==> config.mk <==
export PLATFORM = sky130hd
export DESIGN_NAME = reg_status_table
export DESIGN_NICKNAME = d
export VERILOG_FILES = /design/src/rtl/reg_status_table_pkg.sv /design/src/rtl/rst_src_lookup.sv /design/src/rtl/reg_status_table.sv
export SDC_FILE = /design/constraint.sdc
export NUM_CORES = 1
export LEC_CHECK = 0
export ABC_AREA = 1
export ABC_CLOCK_PERIOD_IN_PS = 10200
export BUFFER_PORTS_ARGS = -buffer_cell sky130_fd_sc_hd__buf_4
export CORE_MARGIN = 8
export CORE_UTILIZATION = 45
export CTS_BUF_LIST = sky130_fd_sc_hd__clkbuf_8
export CTS_CLUSTER_SIZE = 25
export DETAILED_ROUTE_END_ITERATION = 12
export MAX_ROUTING_LAYER = met4
export PLACE_DENSITY = 0.64
export SETUP_SLACK_MARGIN = 0.02
export SYNTH_ARGS = -nofsm -noshare
export SYNTH_HDL_FRONTEND = slang
export SYNTH_HIERARCHICAL = 1
export SYNTH_SLANG_ARGS = --single-unit
==> constraint.sdc <==
create_clock -name clk -period 10.2 [get_ports clk]
set_input_delay 0.51 -clock clk [delete_from_list [all_inputs] [get_ports clk]]
set_output_delay 0.51 -clock clk [all_outputs]
set_load 0.005 [all_outputs]
==> src/rtl/reg_status_table_pkg.sv <==
// Processor-wide shared types and sizes for the 16-bit out-of-order core.
package reg_status_table_pkg;

    localparam int unsigned XLEN      = 16;
    localparam int unsigned TAGW      = 4;
    localparam int unsigned NREGS     = 16;
    localparam int unsigned REGW      = $clog2(NREGS);
    localparam int unsigned ROB_DEPTH = 1 << TAGW;

    typedef struct packed {
        logic            busy;
        logic [TAGW-1:0] tag;
        logic [XLEN-1:0] val;
    } src_op_t;

    function automatic logic [TAGW:0] busy_popcount(input logic [NREGS-1:0] v);
        logic [TAGW:0] cnt;
        cnt = '0;
        for (int i = 0; i < int'(NREGS); i++) begin
            cnt = cnt + (TAGW + 1)'(v[i]);
        end
        return cnt;
    endfunction

endpackage

==> src/rtl/rst_src_lookup.sv <==
// Combinational source-operand lookup with same-cycle commit bypass.
module rst_src_lookup
    import reg_status_table_pkg::*;
(
    input  logic [NREGS-1:0] busy_tbl,
    input  logic [TAGW-1:0]  tag_tbl [NREGS],
    input  logic [XLEN-1:0]  val_tbl [NREGS],
    input  logic [REGW-1:0]  rs,
    input  logic             commit_valid,
    input  logic             commit_we,
    input  logic [REGW-1:0]  commit_rt,
    input  logic [TAGW-1:0]  commit_tag,
    input  logic [XLEN-1:0]  commit_val,
    output src_op_t          src
);

    logic hit;

    assign hit = commit_valid && commit_we && (commit_rt == rs) && (commit_tag == tag_tbl[rs]);

    always_comb begin
        src     = '0;
        src.val = val_tbl[rs];
        if (busy_tbl[rs]) begin
            if (hit) begin
                src.val = commit_val;
            end else begin
                src.busy = 1'b1;
                src.tag  = tag_tbl[rs];
            end
        end
    end

endmodule

==> src/rtl/reg_status_table.sv <==
// Register status table and architectural register file for dispatch.
// Optional RST_R0_ZERO_EN makes r0 a hardwired zero that is never busy.
module reg_status_table
    import reg_status_table_pkg::*;
(
    input  logic            clk,
    input  logic            rst,
    input  logic            disp_valid,
    input  logic [REGW-1:0] disp_ra,
    input  logic [REGW-1:0] disp_rb,
    input  logic [REGW-1:0] disp_rt,
    input  logic            disp_rt_we,
    input  logic [TAGW-1:0] disp_tag,
    output logic            src_a_busy,
    output logic [TAGW-1:0] src_a_tag,
    output logic [XLEN-1:0] src_a_val,
    output logic            src_b_busy,
    output logic [TAGW-1:0] src_b_tag,
    output logic [XLEN-1:0] src_b_val,
    input  logic            commit_valid,
    input  logic [REGW-1:0] commit_rt,
    input  logic            commit_we,
    input  logic [TAGW-1:0] commit_tag,
    input  logic [XLEN-1:0] commit_val,
    input  logic            flush,
    output logic [TAGW:0]   inflight_cnt
);

    logic [NREGS-1:0] busy_q, busy_d;
    logic [TAGW-1:0]  tag_q [NREGS];
    logic [TAGW-1:0]  tag_d [NREGS];
    logic [XLEN-1:0]  val_q [NREGS];
    logic [XLEN-1:0]  val_d [NREGS];
    logic [TAGW:0]    cnt_q, cnt_d;
    logic             commit_en, disp_en;
    src_op_t          src_a, src_b;

    // A flush squashes the dispatching instruction, so it never claims its destination.
`ifdef RST_R0_ZERO_EN
    assign commit_en = commit_valid & commit_we & (commit_rt != '0);
    assign disp_en   = disp_valid & disp_rt_we & ~flush & (disp_rt != '0);
`else
    assign commit_en = commit_valid & commit_we;
    assign disp_en   = disp_valid & disp_rt_we & ~flush;
`endif

    always_comb begin
        busy_d = busy_q;
        tag_d  = tag_q;
        val_d  = val_q;
        if (commit_en) begin
            val_d[commit_rt] = commit_val;
            if (busy_q[commit_rt] && (tag_q[commit_rt] == commit_tag)) begin
                busy_d[commit_rt] = 1'b0;
            end
        end
        if (flush) begin
            busy_d = '0;
        end
        // Dispatch applied last so a newer producer beats a same-cycle commit.
        if (disp_en) begin
            busy_d[disp_rt] = 1'b1;
            tag_d[disp_rt]  = disp_tag;
        end
        cnt_d = busy_popcount(busy_d);
    end

    always_ff @(posedge clk or posedge rst) begin
        if (rst) begin
            busy_q <= '0;
            cnt_q  <= '0;
            for (int i = 0; i < int'(NREGS); i++) begin
                tag_q[i] <= '0;
                val_q[i] <= '0;
            end
        end else begin
            busy_q <= busy_d;
            cnt_q  <= cnt_d;
            tag_q  <= tag_d;
            val_q  <= val_d;
        end
    end

    rst_src_lookup u_lookup_a (
        .busy_tbl     (busy_q),
        .tag_tbl      (tag_q),
        .val_tbl      (val_q),
        .rs           (disp_ra),
        .commit_valid (commit_valid),
        .commit_we    (commit_we),
        .commit_rt    (commit_rt),
        .commit_tag   (commit_tag),
        .commit_val   (commit_val),
        .src          (src_a)
    );

    rst_src_lookup u_lookup_b (
        .busy_tbl     (busy_q),
        .tag_tbl      (tag_q),
        .val_tbl      (val_q),
        .rs           (disp_rb),
        .commit_valid (commit_valid),
        .commit_we    (commit_we),
        .commit_rt    (commit_rt),
        .commit_tag   (commit_tag),
        .commit_val   (commit_val),
        .src          (src_b)
    );

    assign src_a_busy   = src_a.busy;
    assign src_a_tag    = src_a.tag;
    assign src_a_val    = src_a.val;
    assign src_b_busy   = src_b.busy;
    assign src_b_tag    = src_b.tag;
    assign src_b_val    = src_b.val;
    assign inflight_cnt = cnt_q;

endmodule
* Yosys cells after proc, flatten, opt, wreduce, memory -nomap -nowiden *
Cells that the tools add are included.

operators by class
  add/sub/neg operators = 15
  multipliers = 0
  div/mod/pow operators = 0
  order comparisons = 12
  equality and inequality tests = 5
  shift operators = 0
  mux-type cells = 41
  bitwise logic cells = 11
  reduce and logical (&&, ||, !) cells = 10

operator list
  cell                                                                   count
  256-bit bitwise mux                                                    1
  16-bit two-way mux                                                     11
  16-bit binary-select mux with 4-bit select                             2
  64-bit bitwise mux                                                     1
  16-bit demux with 4-bit select                                         1
  5-bit by 1-bit adder with 5-bit output                                 11
  4-bit binary-select mux with 4-bit select                              3
  21-bit two-way mux                                                     2
  4-bit two-way mux                                                      7
  4-bit == test                                                          5
  5-bit >= comparator, second input constant                             4
  4-bit by 5-bit < comparator with 1-bit output, second input constant   4
  4-bit inverter with 5-bit output                                       4
  16-bit bitwise AND                                                     1
  4-bit demux with 4-bit select                                          1
  16-bit inverter                                                        1
  16-bit bitwise OR                                                      1
  1-bit binary-select mux with 4-bit select                              3
  1-bit logical AND                                                      10
  5-bit by 1-bit < comparator with 1-bit output, second input constant   2
  5-bit two-way mux                                                      2
  1-bit demux with 4-bit select                                          2
  4-bit by 1-bit >= comparator with 1-bit output, second input constant  2
  4-bit by 1-bit adder with 5-bit output                                 1
  other kinds (6)                                                        12

storage, ports and cells
  flip-flop bits (word level) = 341
  latch bits = 0
  bits in writable memories = 0
  memory bits (read-only) = 0
  input bits = 47
  output and inout port bits = 47
  word-level logic and storage cells = 128
  memories kept = 0

* Logic depth before layout (Yosys ltp) *
  depth after elaboration = 26
  gate-level depth with buffers = 26
  mapped depth without buffers = 24

* By module *
Netlist, hierarchy kept.

modules (own cells, without submodules)
  module            times used  cells each  area each (um^2)  seq. area each (um^2)
  reg_status_table  1           1,493       13,651.8          8,533.2
  rst_src_lookup    2           732         3,617.2           0.0

* Least setup slack after synthesis *
No wires, ideal clock.

  path kind = input to register
  from = input port commit_rt[1]
  to = register cnt_q[2] (netlist: inflight_cnt[2])
  setup time = 0.123 ns
  data arrival time = 4.594 ns
  required time = 10.077 ns
  setup slack = 5.483 ns
  stages on the path = 25
  buffers on the path = 3
  cell sequence = buf_4 inv_2 buf_2 nand2_1 nand2_1 nand2_1 nand2_1 nor2_1 nand2_1 nand2_1 nor2_4 buf_4 nand4_1 nand2_1 nand2_1 fa_1 fa_1 inv_1 fa_1 inv_1 fa_1 ha_1 inv_1 fa_1 xnor2_1

on the way
  elaborated cells between the ends (all ways) = 35
  classes of those cells = add/sub (15); order compare (2); eq/ne (1); mux (11); bitwise (4); reduce/logical (2)

RTL lines
  item                                                                                                         RTL line                                        source
  from (decl)                                                                                                  reg_status_table.sv:21                          input logic [REGW-1:0] commit_rt,
  4-bit by 5-bit < comparator with 1-bit output (implied by the code) (tied with other cells)                  reg_status_table.sv:54                          busy_d[commit_rt] = 1'b0;
  1-bit logical AND (implied by the code) / 4-bit binary-select mux with 4-bit select (equally long branches)  reg_status_table.sv:54, reg_status_table.sv:53
  1-bit two-way mux (implied by the code) / 4-bit two-way mux (equally long branches)                          reg_status_table.sv:54, reg_status_table.sv:53
  1-bit demux with 4-bit select / 4-bit two-way mux (equally long branches)                                    reg_status_table.sv:54, reg_status_table.sv:53
  16-bit inverter (no source line) / 4-bit == test (equally long branches)                                     n/a
  16-bit bitwise AND (no source line) / 1-bit logical AND (equally long branches)                              n/a
  16-bit two-way mux (*)                                                                                       reg_status_table.sv:53                          if (busy_q[commit_rt] && (tag_q[commit_rt] == commit_tag)) begin
  16-bit two-way mux (*)                                                                                       reg_status_table.sv:51                          if (commit_en) begin
  16-bit two-way mux (*)                                                                                       reg_status_table.sv:57                          if (flush) begin
  16-bit bitwise OR (no source line)                                                                           n/a
  16-bit two-way mux (*)                                                                                       reg_status_table.sv:61                          if (disp_en) begin
  named net busy_d[5]                                                                                          reg_status_table.sv:29                          logic [NREGS-1:0] busy_q, busy_d;
  5-bit by 1-bit adder with 5-bit output (*) (11 in a row)                                                     reg_status_table_pkg.sv:20                      cnt = cnt + (TAGW + 1)'(v[i]);
  named net cnt_d[2]                                                                                           reg_status_table.sv:34                          logic [TAGW:0] cnt_q, cnt_d;
  to (signal assigned)                                                                                         reg_status_table.sv:78                          cnt_q <= cnt_d;
  to (decl)                                                                                                    reg_status_table.sv:34

The timed path passes the listed nets; every way through them passes the cells marked *. The select of a mux whose other input is x is not followed.
A chain may end at the register's enable or synchronous reset.

* Final worst setup path *
  from = input port commit_rt[0]
  to = register cnt_q[2] (netlist: inflight_cnt[2])

The elaborated chain is that of the path after synthesis.

==> summary.md <==
| Metric | Value |
|---|---|
| Most frequent cell after synthesis | `nand2_1` |
| Critical Path Sink Type | `flip-flop` |
| CP dominant cell by count | `nand2_1` |
| Register bit total from synthesis | `341` |
| Worst Path Buf+Inv | `5` |
| Final Hold Fails | `0` |
| Slowest cell on the critical path | `fa_1` |
| Primary FF master, synth | `dfrtp_1` |
| Cell row count | `79` |
| Postcts setup bufs | `0` |
| Max Clk Rate | `0.205 GHz` |
| 1st-pass router iterations | `6` |
| Hpwl dp | `47600 um` |
| Async SR Flop Fraction | `100%` |
| Cell taking the most area after synthesis | `dfrtp_1` |
| Vias in the first global route | `20200` |
| Synth top cells by count | `822 x nand2_1, 594 x o21ai_0, 357 x nor2_1` |
| Vias | `21800` |
| DIE HEIGHT | `231 um` |
| Unrepaired setup endpoints after global routing | `false` |
| P_leak | `10.7 nW` |
| Post-synth cell types | `34` |
| Final #Nets | `2979` |
| Global-route wire length before repair | `122000 um` |
| Startpoint types | `input pin` |
| Top post-synthesis cells by area | `dfrtp_1 41%, nand2_1 15%, o21ai_0 14%` |
| FILL cells | `4621` |
| Ys Warns | `6` |
| Post-route ant nets | `0` |
| I/O pins | `94` |
| Setup tns final | `0 ns` |
| Syn_area_per_cell | `7.06 sq um` |
| # DRC | `0` |
| FF-to-FF path depth | `22` |
| Cell Pwr Density | `172 nW/um^2` |
| Final setup viols | `0` |
| Seq/Total Area, Yosys | `40.9%` |
| Worst r2r dst | `inflight_cnt[2]$_DFF_PP0_` |
| Final min period | `4.87 ns` |
| Setup ws final | `5.33 ns` |
| Start of the worst register-to-register path | `tag_q[55]$_DFFE_PP0P_` |
| CP Cell Sequence | `buf_4 -> inv_2 -> nand2_1 -> nand2_1 -> nand2_1 -> nand2_1 -> nand2_1 -> nand2_1 -> o21bai_1 -> nand2_1 -> nor2_4 -> nand4_1 -> nand2_1 -> nand2_1 -> fa_1 -> fa_1 -> inv_1 -> fa_1 -> inv_1 -> fa_1 -> ha_1 -> inv_1 -> fa_1 -> xnor2_1` |
| I/O Buffers | `93` |
| CP Class | `input pin to flip-flop` |
| GRT Overall Usage | `29.8%` |
| Share of the synthesized area in the top cell type | `40.9%` |
| Pwr Total | `0.00390 W` |
| Largest net degree at the start of global routing | `140` |
| Cells after synthesis | `2957` |
| Root buffer cell | `clkbuf_8` |
| Top cell family by delay on the critical path | `adder cells` |
| Post-synth EDFFs | `0` |
| Clk pin slew, worst setup/hold paths | `0.06 ns` |
| Grt ovf | `0` |
| Clk_lat worst skew | `0.66 ns` |
| Max Buffers Root-to-Sink | `3` |
| Worst Skew | `0.0186 ns` |
| Max-Cap Viols | `0` |
| R2R Setup Slk | `5.39 ns` |
| Dpl ws | `4.68 ns` |
| Max Fanout on Critical Path | `34` |
| Worst-Margin Slew | `1.00 ns` |
| H-Tree Depth | `2` |
| Number of DRC markers in iteration 0 | `3005` |
| WP data required | `10.73 ns` |
| CTS tree | `done` |
| Max stage delay on crit path | `0.53 ns` |
| Slew Limit Fails | `0` |
| Routed len/inst | `22.4 um` |
| Hold crit path type | `input pin to async pin` |
| Starting density of the core | `45.2%` |
| PostCTS Resize Cnt | `0` |
| Initial antenna violation count | `1` |
| Status | `finished, final reports clean` |
| CTS buffer count | `60` |
| Final worst-path cycle share | `47.8%` |
| Share of layout cells above drive strength 1 | `8.94%` |
| Synthesized Nets | `3019` |
| Worst VDD drop | `0.000113 V` |
| GP Congestion | `0.938` |
| Post-synthesis cell area | `20900 sq um` |
| CTS sink count | `341` |
| Die ar. | `53600 sq um` |
| DIE WIDTH | `231 um` |
| CP arrival | `5.40 ns` |
| Crit path depth | `24` |
| DRT Wirelength | `80100 um` |
| Hold Buf Count CTS | `0` |
| Core Area | `46200 sq um` |
| Slew headroom | `33.1%` |
| Vias per std cell | `6.10` |
| Layout Area Growth over Synthesis | `8.83%` |
[layout make-up]
| cell class | count | area, sq um | share of cell area, % |
|---|---|---|---|
| well taps | 607 | 759 | 3.34 |
| multi-input cells | 2217 | 10500 | 46.4 |
| flip-flops and latches | 341 | 8530 | 37.5 |
| inverters | 173 | 667 | 2.93 |
| repair buffers | 124 | 943 | 4.15 |
| clock buffers | 76 | 1050 | 4.60 |
| clock inverters | 33 | 233 | 1.02 |
| diodes | 1 | 2.50 | 0.0110 |
[worst max-delay path by stage]
stage / startpoint / endpoint
finish: commit_rt[0] / inflight_cnt[2]$_DFF_PP0_
global placement: commit_rt[0] / inflight_cnt[2]$_DFF_PP0_
global route: commit_rt[0] / inflight_cnt[2]$_DFF_PP0_
CTS: tag_q[43]$_DFFE_PP0P_ / inflight_cnt[2]$_DFF_PP0_
detailed placement: commit_rt[0] / inflight_cnt[4]$_DFF_PP0_
floorplan: rst / busy_q[0]$_DFF_PP0_
[layer usage]
layer	up-vias	global-route usage (%)	wire length, um
li1	9816	-	-
met1	10300	40.9	33700
met2	1430	43.1	34600
met3	236	4.95	8450
met4	0	12.8	3310
met5	-	-	0
[state kept, by name, summed over array words and instances (netlist names)]
name          flops
busy_q           16
inflight_cnt      5
tag_q            64
val_q           256
[placed cells by master, fill, tap and decap left out, types with 9 or more instances in the layout]
cell	netlist	routed
o221ai_1	82	82
o21ai_0	594	594
inv_2	11	9
o22ai_1	66	66
clkbuf_8	0	76
nand2_2	12	12
nand3_1	93	93
nand2_1	822	822
fa_1	10	10
buf_4	23	123
inv_1	160	175
o21ai_1	38	38
dfrtp_1	341	341
nor2_1	357	357
o211ai_1	34	34
nand3_2	12	12
a21oi_1	9	9
nand4_1	57	57
[power breakdown]
group          switching, W  internal, W  leakage [nW]
Sequential         0.000198      0.00158          4.47
Clock              0.000599     0.000744         0.728
Combinational      0.000503     0.000279          5.53
Total               0.00130      0.00260          10.7
[cells by family (layout without fill, tap and decap cells)]
group	Yosys count	count (layout)	synth area share [%]
simple gates	1373	1373	27.0
compound gates	827	827	22.2
buf+inv	399	406	8.65
flops	341	341	40.9
fa+ha+maj	15	15	1.26
xor+xnor	2	2	0.0839
other cells	0	1	0
[stage by stage]
step	cells	utilization (%)	hold WS (ns)	area, sq um
global route	3572	49.2	0.123	22700
floorplan	2957	-	0.464	20900
finish	3572	49.2	0.0478	22700
CTS	3571	49.2	0.0583	22700
detailed placement	3462	46.5	0.485	21400
global placement	3462	46.5	0.477	21400
Power figures use the tool's default switching activity.
